`src/rtl/uart_pkg.sv`:
```
// uart_pkg: line-state encoding and bit-timing helper shared by the UART transmitter and receiver
package uart_pkg;

    typedef enum logic [2:0] {
        IDLE   = 3'd0,
        START  = 3'd1,
        DATA   = 3'd2,
        PARITY = 3'd3,
        STOP   = 3'd4
    } uart_state_t;

    function automatic int calc_t_count(input int frequency, input int baudrate);
        return frequency / baudrate;
    endfunction

endpackage

```
`src/rtl/uart_baud_gen.sv`:
```
// uart_baud_gen: per-bit clock divider, restarted by clear, ticking on the last clock of each bit period
module uart_baud_gen #(
    parameter int T_COUNT = 108
) (
    input  logic clk,
    input  logic reset,
    input  logic clear,
    input  logic enable,
    output logic bit_tick
);

    localparam int W = $clog2(T_COUNT);
    localparam logic [W-1:0] LAST = W'(T_COUNT - 1);

    logic [W-1:0] count;

    assign bit_tick = count == LAST;

    // count 0..T_COUNT-1 while enabled, wrap on the tick, restart on clear
    always_ff @(posedge clk) begin
        if (reset || clear)
            count <= '0;
        else if (enable)
            count <= bit_tick ? '0 : count + 1'b1;
    end

endmodule

```
`src/rtl/uart_tx.sv`:
```
// uart_tx: 8-bit LSB-first serial transmitter with valid/ready input; optional parity bit under UART_TX_PARITY_EN
module uart_tx
    import uart_pkg::*;
#(
    parameter int FREQUENCY  = 100_000_000,
    parameter int BAUDRATE   = 921_600,
    parameter int T_COUNT    = calc_t_count(FREQUENCY, BAUDRATE),
    parameter int STOP_BITS  = 1,
    parameter int PARITY_ODD = 0
) (
    input  logic       clk,
    input  logic       reset,
    input  logic [7:0] i_data,
    input  logic       i_valid,
    output logic       o_ready,
    output logic       o_TX,
    output logic       o_busy,
    output logic       o_done
);

    if (T_COUNT < 2) begin : g_bad_t_count
        $error("uart_tx: T_COUNT must be at least 2");
    end
    if (STOP_BITS != 1 && STOP_BITS != 2) begin : g_bad_stop_bits
        $error("uart_tx: STOP_BITS must be 1 or 2");
    end
    if (PARITY_ODD != 0 && PARITY_ODD != 1) begin : g_bad_parity_odd
        $error("uart_tx: PARITY_ODD must be 0 or 1");
    end

    localparam logic LAST_STOP = 1'(STOP_BITS - 1);
`ifdef UART_TX_PARITY_EN
    localparam uart_state_t AFTER_DATA = PARITY;
    logic par;
`else
    localparam uart_state_t AFTER_DATA = STOP;
`endif

    uart_state_t state, next_state;
    logic [7:0]  shreg;
    logic [2:0]  bit_idx;
    logic        stop_idx;
    logic        bit_tick;
    logic        accept;
    logic        tx_next;
    logic        done_next;

    assign o_ready = state == IDLE;
    assign o_busy  = state != IDLE;
    assign accept  = i_valid && o_ready;

    uart_baud_gen #(.T_COUNT(T_COUNT)) u_baud (
        .clk      (clk),
        .reset    (reset),
        .clear    (accept),
        .enable   (o_busy),
        .bit_tick (bit_tick)
    );

    // state register
    always_ff @(posedge clk) begin
        if (reset)
            state <= IDLE;
        else
            state <= next_state;
    end

    // frame sequencing: every state lasts whole bit periods and moves on the baud tick
    always_comb begin
        next_state = state;
        case (state)
            IDLE:    next_state = accept ? START : IDLE;
            START:   next_state = bit_tick ? DATA : START;
            DATA:    next_state = (bit_tick && bit_idx == 3'd7) ? AFTER_DATA : DATA;
            PARITY:  next_state = bit_tick ? STOP : PARITY;
            STOP:    next_state = (bit_tick && stop_idx == LAST_STOP) ? IDLE : STOP;
            default: next_state = IDLE;
        endcase
    end

    // line level for the coming state; a data tick exposes the next bit before the shift lands
    always_comb begin
        tx_next = 1'b1;
        case (next_state)
            START:   tx_next = 1'b0;
            DATA:    tx_next = (state == DATA && bit_tick) ? shreg[1] : shreg[0];
`ifdef UART_TX_PARITY_EN
            PARITY:  tx_next = par;
`endif
            default: tx_next = 1'b1;
        endcase
        done_next = state == STOP && next_state == IDLE;
    end

    // byte capture on accept, then shift and count once per bit period
    always_ff @(posedge clk) begin
        if (reset) begin
            shreg    <= '0;
            bit_idx  <= '0;
            stop_idx <= 1'b0;
`ifdef UART_TX_PARITY_EN
            par      <= 1'b0;
`endif
        end else if (accept) begin
            shreg    <= i_data;
            bit_idx  <= '0;
            stop_idx <= 1'b0;
`ifdef UART_TX_PARITY_EN
            par      <= ^i_data ^ (PARITY_ODD != 0);
`endif
        end else if (bit_tick) begin
            if (state == DATA) begin
                shreg   <= shreg >> 1;
                bit_idx <= bit_idx + 3'd1;
            end
            if (state == STOP)
                stop_idx <= ~stop_idx;
        end
    end

    // registered line and end-of-frame pulse so the pins never glitch
    always_ff @(posedge clk) begin
        if (reset) begin
            o_TX   <= 1'b1;
            o_done <= 1'b0;
        end else begin
            o_TX   <= tx_next;
            o_done <= done_next;
        end
    end

endmodule

```
`config.mk`:
```
export PLATFORM = sky130hd
export DESIGN_NAME = uart_tx
export DESIGN_NICKNAME = d
export VERILOG_FILES = /design/src/rtl/uart_pkg.sv /design/src/rtl/uart_baud_gen.sv /design/src/rtl/uart_tx.sv
export SDC_FILE = /design/constraint.sdc
export NUM_CORES = 1
export LEC_CHECK = 0
export ABC_AREA = 1
export BUFFER_PORTS_ARGS = -buffer_cell sky130_fd_sc_hd__buf_2
export CAP_MARGIN = 20
export CORE_MARGIN = 5
export CORE_UTILIZATION = 60
export CTS_BUF_LIST = sky130_fd_sc_hd__clkbuf_8
export CTS_CLUSTER_SIZE = 8
export DETAILED_ROUTE_END_ITERATION = 7
export MAX_ROUTING_LAYER = met4
export PLACE_DENSITY = 0.8
export SYNTH_ARGS = -nofsm -noshare
export SYNTH_HDL_FRONTEND = slang
export SYNTH_SLANG_ARGS = --single-unit
export TNS_END_PERCENT = 5
```
`constraint.sdc`:
```
create_clock -name clk -period 2.4 [get_ports clk]
set_input_delay 0.48 -clock clk [delete_from_list [all_inputs] [get_ports clk]]
set_output_delay 0.48 -clock clk [all_outputs]
set_load 0.03 [all_outputs]
```
==> flow_summary.html, run 1 <==
<table>
<tr><th>Metric</th><th>Value</th></tr>
<tr><th colspan="2">Clock network</th></tr>
<tr><td>Post_cts resized</td><td>0</td></tr>
<tr><td>Clock Path Buffers</td><td>2</td></tr>
<tr><td>Post-cts hold buffer count</td><td>0</td></tr>
<tr><td># H-tree levels</td><td>1</td></tr>
<tr><td>Clock slew at reported path FFs</td><td>0.08 ns</td></tr>
<tr><td>Post-CTS setup-driven buffer insertion count</td><td>0</td></tr>
<tr><td>Clock Sink Count</td><td>24</td></tr>
<tr><td>TritonCTS clock tree</td><td>yes</td></tr>
<tr><td>Clock root buffer</td><td>sky130_fd_sc_hd__clkbuf_8</td></tr>
<tr><td>Clock buffers created by TritonCTS</td><td>3</td></tr>
<tr><td>Clock Latency Late Sink</td><td>0.27 ns</td></tr>
<tr><th colspan="2">Global route</th></tr>
<tr><td>Grt total ovfl</td><td>0</td></tr>
<tr><td>Overall Global Routing Usage</td><td>0.1694</td></tr>
<tr><td>Wire length of the first global-routing pass</td><td>4174 um</td></tr>
<tr><td>Number of global-route vias before repair</td><td>1038</td></tr>
<tr><td>Maximum number of pins on one net before global-route repair</td><td>14</td></tr>
<tr><td>Antenna violations before repair</td><td>0</td></tr>
<tr><th colspan="2">Timing</th></tr>
<tr><td>Final-report setup violation count</td><td>0</td></tr>
<tr><td>Final Slew Violations</td><td>0</td></tr>
<tr><td>Achievable Freq</td><td>549.2 MHz</td></tr>
<tr><td>Final critical delay including setup and external delays</td><td>1.821 ns</td></tr>
<tr><td>Final Cycle Share</td><td>0.7587</td></tr>
<tr><td>RSZ-0062 raised after global routing</td><td>no</td></tr>
<tr><td>Total negative slack</td><td>0 ns</td></tr>
<tr><td>Final hold violation count</td><td>0</td></tr>
<tr><td>Fin worst setup slack</td><td>0.5791 ns</td></tr>
<tr><td>Transition time at the pin with the least slew margin</td><td>0.2871 ns</td></tr>
<tr><td>Clock Skew</td><td>0.006526 ns</td></tr>
<tr><td>Worst relative slew slack</td><td>0.8084</td></tr>
<tr><th colspan="2">Setup path</th></tr>
<tr><td>Kind of critical path</td><td>flip-flop to output pin</td></tr>
<tr><td>Critical Path End Type</td><td>output pin</td></tr>
<tr><td>Required time worst endpoint</td><td>1.92 ns</td></tr>
<tr><td>Data arrival time of the worst path</td><td>1.34 ns</td></tr>
<tr><td>Worst-path fanout max</td><td>10</td></tr>
<tr><td>Nature of the critical path startpoint</td><td>flip-flop</td></tr>
<tr><td>Worst reg-to-reg setup slack</td><td>0.81 ns</td></tr>
<tr><th colspan="2">Die</th></tr>
<tr><td>Die X</td><td>56.05 um</td></tr>
<tr><td>Core area</td><td>1982 um2</td></tr>
<tr><td>Total die area</td><td>3142 um2</td></tr>
<tr><td>Count of boundary I/O pins</td><td>15</td></tr>
<tr><td>Die Height</td><td>56.05 um</td></tr>
<tr><td># rows</td><td>16</td></tr>
<tr><td>Starting density of the core</td><td>0.6420</td></tr>
<tr><th colspan="2">Drt</th></tr>
<tr><td>Total DRC errors in the routed layout</td><td>0</td></tr>
<tr><td>Total Wirelength</td><td>2375 um</td></tr>
<tr><td>Detail Route Antenna Nets</td><td>0</td></tr>
<tr><td>Initial drt markers</td><td>23</td></tr>
<tr><td>Detailed-router iteration count before antenna repair</td><td>4</td></tr>
<tr><td>Average wire per standard cell</td><td>10.84 um</td></tr>
<tr><td>Vias</td><td>1111</td></tr>
<tr><td>Vias per Instance</td><td>5.073</td></tr>
<tr><th colspan="2">Synthesis</th></tr>
<tr><td>Most area-consuming cells after synthesis</td><td>sky130_fd_sc_hd__dfxtp_1 38%, sky130_fd_sc_hd__nand2_1 18%, sky130_fd_sc_hd__a21oi_1 5.9%</td></tr>
<tr><td>Total number of yosys warnings</td><td>0</td></tr>
<tr><td>Post-Syn Instances</td><td>175</td></tr>
<tr><td>Share of synthesized area occupied by flip-flops and latches</td><td>0.3776</td></tr>
<tr><td>Unique masters post-synth</td><td>27</td></tr>
<tr><td>Fraction of post-synthesis cell area in the top cell type by area</td><td>0.3776</td></tr>
<tr><td>Register bit count reported by yosys</td><td>24</td></tr>
<tr><td>Syn Nets</td><td>189</td></tr>
<tr><td>Avg Synthesized Cell Area</td><td>7.271 um2</td></tr>
<tr><td>Post-synthesis instance area</td><td>1272 um2</td></tr>
<tr><td>Biggest area consumer among synthesized cells</td><td>sky130_fd_sc_hd__dfxtp_1</td></tr>
<tr><th colspan="2">Flow run</th></tr>
<tr><td>Count of max-cap constraint violations</td><td>0</td></tr>
<tr><th colspan="2">Placed design</th></tr>
<tr><td>Buffers added on ports</td><td>14</td></tr>
<tr><td>Placement Setup Slack</td><td>0.8688 ns</td></tr>
<tr><td>Detailed placement HPWL</td><td>1825 um</td></tr>
<tr><td>Global placer's final weighted congestion</td><td>0.8962</td></tr>
<tr><th colspan="2">Final layout</th></tr>
<tr><td>Area of the multi-input gates</td><td>706.9 um2</td></tr>
<tr><td>Count of nets after finishing</td><td>207</td></tr>
<tr><td>Layout area overhead</td><td>12.19%</td></tr>
<tr><td>Proportion of layout cells with a drive suffix above 1</td><td>0.2344</td></tr>
<tr><td>FF+latch area</td><td>480.5 um2</td></tr>
<tr><td>Layout fillers</td><td>169</td></tr>
<tr><td>Number of antenna diodes</td><td>0</td></tr>
<tr><th colspan="2">Power</th></tr>
<tr><td>Peak supply drop</td><td>0.4800 mV</td></tr>
<tr><td>Pwr Density</td><td>555.1 nW/um2</td></tr>
<tr><td>Leakage power summed over all cells</td><td>0.6626 nW</td></tr>
<tr><th colspan="2">Outcome</th></tr>
<tr><td>Outcome</td><td>completed</td></tr>
<tr><th colspan="2">Hold path</th></tr>
<tr><td>Path type of the worst min-delay path</td><td>input pin to flip-flop</td></tr>
</table>
==> registers in the layout, summed over array words and instances (netlist names) <==
| signal | count |
|---|---|
| stop_idx | 1 |
| u_baud.count | 7 |
| o_TX | 1 |
| shreg | 8 |
| bit_idx | 3 |
| o_done | 1 |
| state | 3 |
==> cells in the final DEF (no fill, tap or decap), drive strengths merged, types with 4 or more instances in the layout <==
cell type,netlist,routed
a21oi,15,15
buf,0,14
clkbuf,1,4
dfxtp,24,24
inv,19,19
nand2,65,65
nand3,10,10
nor2,20,20
nor3,6,6
o21ai,4,4
==> Yosys cell counts <==
cell / number
sky130_fd_sc_hd__a21oi_1: 15
sky130_fd_sc_hd__a31oi_1: 1
sky130_fd_sc_hd__and3_2: 1
sky130_fd_sc_hd__clkbuf_1: 1
sky130_fd_sc_hd__dfxtp_1: 24
sky130_fd_sc_hd__ha_1: 3
sky130_fd_sc_hd__inv_1: 12
sky130_fd_sc_hd__inv_2: 5
sky130_fd_sc_hd__inv_4: 1
sky130_fd_sc_hd__inv_8: 1
sky130_fd_sc_hd__nand2_1: 60
sky130_fd_sc_hd__nand2_2: 1
sky130_fd_sc_hd__nand2_4: 4
sky130_fd_sc_hd__nand3_1: 10
sky130_fd_sc_hd__nand3b_4: 1
sky130_fd_sc_hd__nand4_1: 3
sky130_fd_sc_hd__nor2_1: 14
sky130_fd_sc_hd__nor2_2: 4
sky130_fd_sc_hd__nor2_4: 1
sky130_fd_sc_hd__nor2_8: 1
sky130_fd_sc_hd__nor3_1: 2
sky130_fd_sc_hd__nor3_2: 4
sky130_fd_sc_hd__nor3b_2: 1
sky130_fd_sc_hd__o21ai_0: 2
sky130_fd_sc_hd__o21ai_2: 1
sky130_fd_sc_hd__o21ai_4: 1
sky130_fd_sc_hd__xor2_1: 1
==> kinds of logic (layout without fill, tap and decap cells) <==
family                   count (synthesis)  in the layout  synth area share
XOR/XNOR                                 1              1          0.006884
flip-flops                              24             24            0.3776
adder cells (fa/ha/maj)                  3              3           0.02950
AO/OA/AOI/OAI                           20             20           0.09145
buffers and inverters                   20             37           0.06686
AND/OR/NAND/NOR                        107            107            0.4277
==> where the power goes <==
| group | switching (W) | total (W) | internal, W |
|---|---|---|---|
| clock | 0.000125 | 0.000271 | 0.000146 |
| sequential | 0.00000818 | 0.000419 | 0.000411 |
| combinational | 0.0000693 | 0.000103 | 0.0000332 |
==> layout make-up <==
type,count,area share
Multi-Input combinational cell,131,0.4952
Sequential cell,24,0.3365
Inverter,19,0.05697
Timing Repair Buffer,14,0.04908
Clock buffer,4,0.03856
Tap cell,27,0.02366
==> through the flow <==
step | cells | hold slack [ns] | total power (W) | instance area, um2 | util
finish | 219 | 0.4419 | 0.0007925 | 1428 | 0.7203
global route | 219 | 0.4414 | 0.0008333 | 1428 | 0.7203
CTS | 219 | 0.4379 | 0.0007994 | 1428 | 0.7203
global placement | 215 | 0.4535 | 0.0005279 | 1373 | 0.6926
detailed placement | 215 | 0.4571 | 0.0005299 | 1373 | 0.6926
floorplan | 175 | 0.4391 | 0.0005036 | 1272 | -
==> path summary, 6_finish.rpt <==
kind	from	endpoint	cells past startpoint
hold / removal	i_data[0]	shreg[0]$_SDFFE_PP0P_	3
hold reg to reg	shreg[4]$_SDFFE_PP0P_	shreg[4]$_SDFFE_PP0P_	2
setup / recovery	state[1]$_SDFF_PP0_	o_ready	4
setup reg to reg	u_baud.count[0]$_SDFFE_PP0P_	shreg[1]$_SDFFE_PP0P_	8
==> worst max-delay path, cell delays in order, from the launching register on <==
cell and delay (ns):
sky130_fd_sc_hd__dfxtp_1 0.37, sky130_fd_sc_hd__nor2_4 0.15, sky130_fd_sc_hd__nand2_4 0.12, sky130_fd_sc_hd__inv_1 0.19
sky130_fd_sc_hd__buf_2 0.23
==> metal layers <==
| layer | GRT usage | wire [um] | up-vias |
|---|---|---|---|
| met2 | 0.2738 | 1164 | 21 |
| met3 | 0.03016 | 90 | 5 |
| met5 | - | 0 | - |
| li1 | - | - | 596 |
| met1 | 0.1980 | 1071 | 489 |
| met4 | 0.09153 | 49 | 0 |
Note: power is estimated with default switching activity, not from simulation.
==> run 2, diff against run 1 <==
--- a/config.mk
+++ b/config.mk
@@ -5,16 +5,16 @@
 export SDC_FILE = /design/constraint.sdc
 export NUM_CORES = 1
 export LEC_CHECK = 0
-export ABC_AREA = 1
+export ABC_AREA = 0
 export BUFFER_PORTS_ARGS = -buffer_cell sky130_fd_sc_hd__buf_2
 export CAP_MARGIN = 20
 export CORE_MARGIN = 5
-export CORE_UTILIZATION = 60
+export CORE_UTILIZATION = 59
 export CTS_BUF_LIST = sky130_fd_sc_hd__clkbuf_8
 export CTS_CLUSTER_SIZE = 8
 export DETAILED_ROUTE_END_ITERATION = 7
 export MAX_ROUTING_LAYER = met4
-export PLACE_DENSITY = 0.8
+export PLACE_DENSITY = 0.79
 export SYNTH_ARGS = -nofsm -noshare
 export SYNTH_HDL_FRONTEND = slang
 export SYNTH_SLANG_ARGS = --single-unit
==> constraint.sdc (replaced) <==
create_clock -name clk -period 1.7 [get_ports clk]
set_input_delay 0.34 -clock clk [delete_from_list [all_inputs] [get_ports clk]]
set_output_delay 0.34 -clock clk [all_outputs]
set_load 0.03 [all_outputs]
==> flow_summary.html, run 2 <==
<table>
<tr><th>Metric</th><th>Value</th></tr>
<tr><th colspan="2">Synthesis</th></tr>
<tr><td>Syn Nets</td><td>141</td></tr>
<tr><td>Fraction of post-synthesis cell area in the top cell type by area</td><td>0.4068</td></tr>
<tr><td>Synth top cells by count</td><td>24 x sky130_fd_sc_hd__dfxtp_1, 24 x sky130_fd_sc_hd__nor2_1, 9 x sky130_fd_sc_hd__nand2_1</td></tr>
<tr><td>Number of enable flip-flop cells after synthesis</td><td>0</td></tr>
<tr><td>Post-Syn Instances</td><td>127</td></tr>
<tr><td>Most instantiated flip-flop cell in the synthesis netlist</td><td>sky130_fd_sc_hd__dfxtp_1</td></tr>
<tr><td>Avg Synthesized Cell Area</td><td>9.300 um2</td></tr>
<tr><td>Post-synthesis instance area</td><td>1181 um2</td></tr>
<tr><td>Biggest area consumer among synthesized cells</td><td>sky130_fd_sc_hd__dfxtp_1</td></tr>
<tr><td>Unique masters post-synth</td><td>39</td></tr>
<tr><td>Share of synthesized area occupied by flip-flops and latches</td><td>0.4068</td></tr>
<tr><td>Most area-consuming cells after synthesis</td><td>sky130_fd_sc_hd__dfxtp_1 41%, sky130_fd_sc_hd__nor2_1 7.6%, sky130_fd_sc_hd__xor2_1 3.7%</td></tr>
<tr><td>Register bit count reported by yosys</td><td>24</td></tr>
<tr><td>Fraction of registers with async set/reset</td><td>0</td></tr>
<tr><td>Total number of yosys warnings</td><td>0</td></tr>
<tr><th colspan="2">Die</th></tr>
<tr><td>Die Height</td><td>54.74 um</td></tr>
<tr><td>Total die area</td><td>2996 um2</td></tr>
<tr><td>Count of boundary I/O pins</td><td>15</td></tr>
<tr><td>Die X</td><td>54.74 um</td></tr>
<tr><td>Starting density of the core</td><td>0.6082</td></tr>
<tr><td># rows</td><td>16</td></tr>
<tr><td>Core area</td><td>1942 um2</td></tr>
<tr><th colspan="2">Setup path</th></tr>
<tr><td>Nature of the critical path startpoint</td><td>flip-flop</td></tr>
<tr><td>Worst reg-to-reg setup slack</td><td>0.06 ns</td></tr>
<tr><td>Critical Path End Type</td><td>flip-flop</td></tr>
<tr><td>Worst-path fanout max</td><td>14</td></tr>
<tr><td>Required time worst endpoint</td><td>1.85 ns</td></tr>
<tr><td>Kind of critical path</td><td>flip-flop to flip-flop</td></tr>
<tr><td>Data arrival time of the worst path</td><td>1.78 ns</td></tr>
<tr><th colspan="2">Power</th></tr>
<tr><td>Leakage power summed over all cells</td><td>0.5003 nW</td></tr>
<tr><td>Power share of the combinational group</td><td>0.118</td></tr>
<tr><td>P_sw</td><td>0.0002648 W</td></tr>
<tr><td>Part of the total power dissipated in sequential elements</td><td>0.541</td></tr>
<tr><td>Peak supply drop</td><td>0.6660 mV</td></tr>
<tr><td>Power share of the clock group</td><td>0.341</td></tr>
<tr><td>Switching Share</td><td>0.2380</td></tr>
<tr><td>Pwr Density</td><td>815.6 nW/um2</td></tr>
<tr><td>Internal cell power</td><td>0.0008476 W</td></tr>
<tr><th colspan="2">Global route</th></tr>
<tr><td>Met3 Resource Use GR</td><td>0.02725</td></tr>
<tr><td>Grt total ovfl</td><td>0</td></tr>
<tr><td>Overall Global Routing Usage</td><td>0.1785</td></tr>
<tr><td>Number of global-route vias before repair</td><td>869</td></tr>
<tr><td>Maximum number of pins on one net before global-route repair</td><td>19</td></tr>
<tr><td>Met2 Use GR</td><td>0.2776</td></tr>
<tr><td>Wire length of the first global-routing pass</td><td>3808 um</td></tr>
<tr><td>Antenna violations before repair</td><td>0</td></tr>
<tr><td>Met1 Use GR</td><td>0.2285</td></tr>
<tr><td>Most used routing layer in global routing</td><td>met2</td></tr>
<tr><th colspan="2">Final layout</th></tr>
<tr><td>Most frequent cells in the layout</td><td>24 x sky130_fd_sc_hd__nor2_1, 21 x sky130_fd_sc_hd__dfxtp_1, 14 x sky130_fd_sc_hd__buf_2</td></tr>
<tr><td>Largest registers ranked by flip-flop count</td><td>shreg x8, u_baud.count x7</td></tr>
<tr><td>Count of nets after finishing</td><td>160</td></tr>
<tr><td>Design area</td><td>1364 um2</td></tr>
<tr><td>Post-route core utilization</td><td>0.7023</td></tr>
<tr><td>Max FFs per register</td><td>8</td></tr>
<tr><td>Largest reg by FF count</td><td>shreg</td></tr>
<tr><td>Most common cell after layout, fill and taps aside</td><td>sky130_fd_sc_hd__nor2_1</td></tr>
<tr><td>Layout area overhead</td><td>15.47%</td></tr>
<tr><td>Number of antenna diodes</td><td>0</td></tr>
<tr><td>Proportion of layout cells with a drive suffix above 1</td><td>0.2483</td></tr>
<tr><th colspan="2">Timing</th></tr>
<tr><td>Transition time at the pin with the least slew margin</td><td>0.3341 ns</td></tr>
<tr><td>Final hold violation count</td><td>0</td></tr>
<tr><td>RSZ-0062 raised after global routing</td><td>yes</td></tr>
<tr><td>Clock Skew</td><td>0.001343 ns</td></tr>
<tr><td>Final Cycle Share</td><td>0.9630</td></tr>
<tr><td>Final critical delay including setup and external delays</td><td>1.637 ns</td></tr>
<tr><td>Achievable Freq</td><td>610.9 MHz</td></tr>
<tr><td>Final-report setup violation count</td><td>0</td></tr>
<tr><td>Worst relative slew slack</td><td>0.7715</td></tr>
<tr><td>Final Slew Violations</td><td>0</td></tr>
<tr><th colspan="2">Drt</th></tr>
<tr><td>Detail Route Antenna Nets</td><td>0</td></tr>
<tr><td>Average wire per standard cell</td><td>12.88 um</td></tr>
<tr><td>Total Wirelength</td><td>2215 um</td></tr>
<tr><td>Vias</td><td>962</td></tr>
<tr><td>Total DRC errors in the routed layout</td><td>0</td></tr>
<tr><td>Detailed-router iteration count before antenna repair</td><td>4</td></tr>
<tr><td>Vias per Instance</td><td>5.593</td></tr>
<tr><td>Initial drt markers</td><td>11</td></tr>
<tr><th colspan="2">Clock network</th></tr>
<tr><td>Clock Path Buffers</td><td>2</td></tr>
<tr><td>Clock Sink Count</td><td>24</td></tr>
<tr><td>TritonCTS clock tree</td><td>yes</td></tr>
<tr><td>Post-cts hold buffer count</td><td>0</td></tr>
<tr><td>Clock root buffer</td><td>sky130_fd_sc_hd__clkbuf_8</td></tr>
<tr><td># H-tree levels</td><td>1</td></tr>
<tr><td>Clock slew at reported path FFs</td><td>0.08 ns</td></tr>
<tr><td>Clock buffers created by TritonCTS</td><td>3</td></tr>
<tr><td>Clock Latency Late Sink</td><td>0.26 ns</td></tr>
<tr><th colspan="2">Placed design</th></tr>
<tr><td>Cell Area, Placed</td><td>1289 um2</td></tr>
<tr><td>Global placer's final weighted congestion</td><td>0.7841</td></tr>
<tr><td>Detailed placement HPWL</td><td>1584 um</td></tr>
<tr><td>Buffers added on ports</td><td>14</td></tr>
<tr><th colspan="2">Outcome</th></tr>
<tr><td>Outcome</td><td>completed</td></tr>
<tr><th colspan="2">Flow run</th></tr>
<tr><td>Count of max-cap constraint violations</td><td>0</td></tr>
<tr><th colspan="2">Hold path</th></tr>
<tr><td>Path type of the worst min-delay path</td><td>input pin to flip-flop</td></tr>
</table>
## run 2: cell types whose count changed after synthesis, sizes merged, moves of 5 or more
cell     delta
nand2      -56
buf         +5
nand3       -8
a2111oi     +5
inv        -18
a21oi      -12
## run 2: metrics by stage
| stage | hold WS (ns) | TNS [ns] | total power [W] | cells | worst slack (ns) |
|---|---|---|---|---|---|
| after CTS | 0.3093 | 0 | 0.001125 | 172 | 0.004923 |
| final | 0.3132 | 0 | 0.001112 | 172 | 0.06294 |
| after global routing | 0.3551 | -0.00007117 | 0.001162 | 172 | -0.00007117 |
| after floorplan | 0.4443 | -0.008739 | 0.0007089 | 127 | -0.008739 |
| after global placement | 0.4601 | 0 | 0.0007376 | 166 | 0.09725 |
| after detailed placement | 0.4612 | 0 | 0.0007430 | 166 | 0.01632 |
## run 2: cell families after synthesis
group	Yosys count	share of synthesized area
and+or+nand+nor	59	0.2903
DFF	24	0.4068
AOI/OAI and AO/OA	21	0.1335
buffers and inverters	9	0.05190
xor gates and xnor gates	7	0.05191
muxes	4	0.03390
adders and majority gates	3	0.03178
## run 2: worst max-delay path: stages, from the launching register on
cell	delay (ns)
sky130_fd_sc_hd__dfxtp_2	0.39
sky130_fd_sc_hd__nand2b_1	0.21
sky130_fd_sc_hd__nor4_4	0.32
sky130_fd_sc_hd__buf_12	0.18
sky130_fd_sc_hd__nor3_1	0.05
sky130_fd_sc_hd__a2111oi_1	0.36
## run 2: final timing paths
check,start,end,depth (start not counted)
max,state[0]$_SDFF_PP0_,shreg[3]$_SDFFE_PP0P_,5
min,i_data[7],shreg[7]$_SDFFE_PP0P_,3
max reg2reg,state[0]$_SDFF_PP0_,shreg[3]$_SDFFE_PP0P_,5
min reg2reg,u_baud.count[1]$_SDFFE_PP0P_,u_baud.count[1]$_SDFFE_PP0P_,2
## run 2: power groups by stage
stage          Combinational (W)  Sequential, W  Clock (W)
6_report                0.000132       0.000602   0.000379
5_1_grt                 0.000148       0.000605   0.000409
4_1_cts                 0.000132       0.000601   0.000392
3_5_place_dp            0.000129       0.000614          0
3_3_place_gp            0.000124       0.000614          0
2_1_floorplan          0.0000988       0.000610          0
## run 2: final cells by class
class	count	area, um2
inverter	2	8.758
clock buffer	4	55.05
sequential	24	484.2
timing repair buffer	21	135.1
tap	27	33.78
fill	158	578.1
multi-input combinational	94	646.9
## run 2: metal layers
| metal | up-vias | wire length, um |
|---|---|---|
| li1 | 496 | - |
| met1 | 439 | 1033 |
| met2 | 19 | 1045 |
| met3 | 8 | 81 |
| met4 | 0 | 55 |
| met5 | - | 0 |
## run 2: repair_timing
item	CTS	global route
hold endpoints to repair	0	0
pin swaps	1	3
endpoints found under the setup margin	2	9
gates resized for setup	1	3
setup buffers	2	0
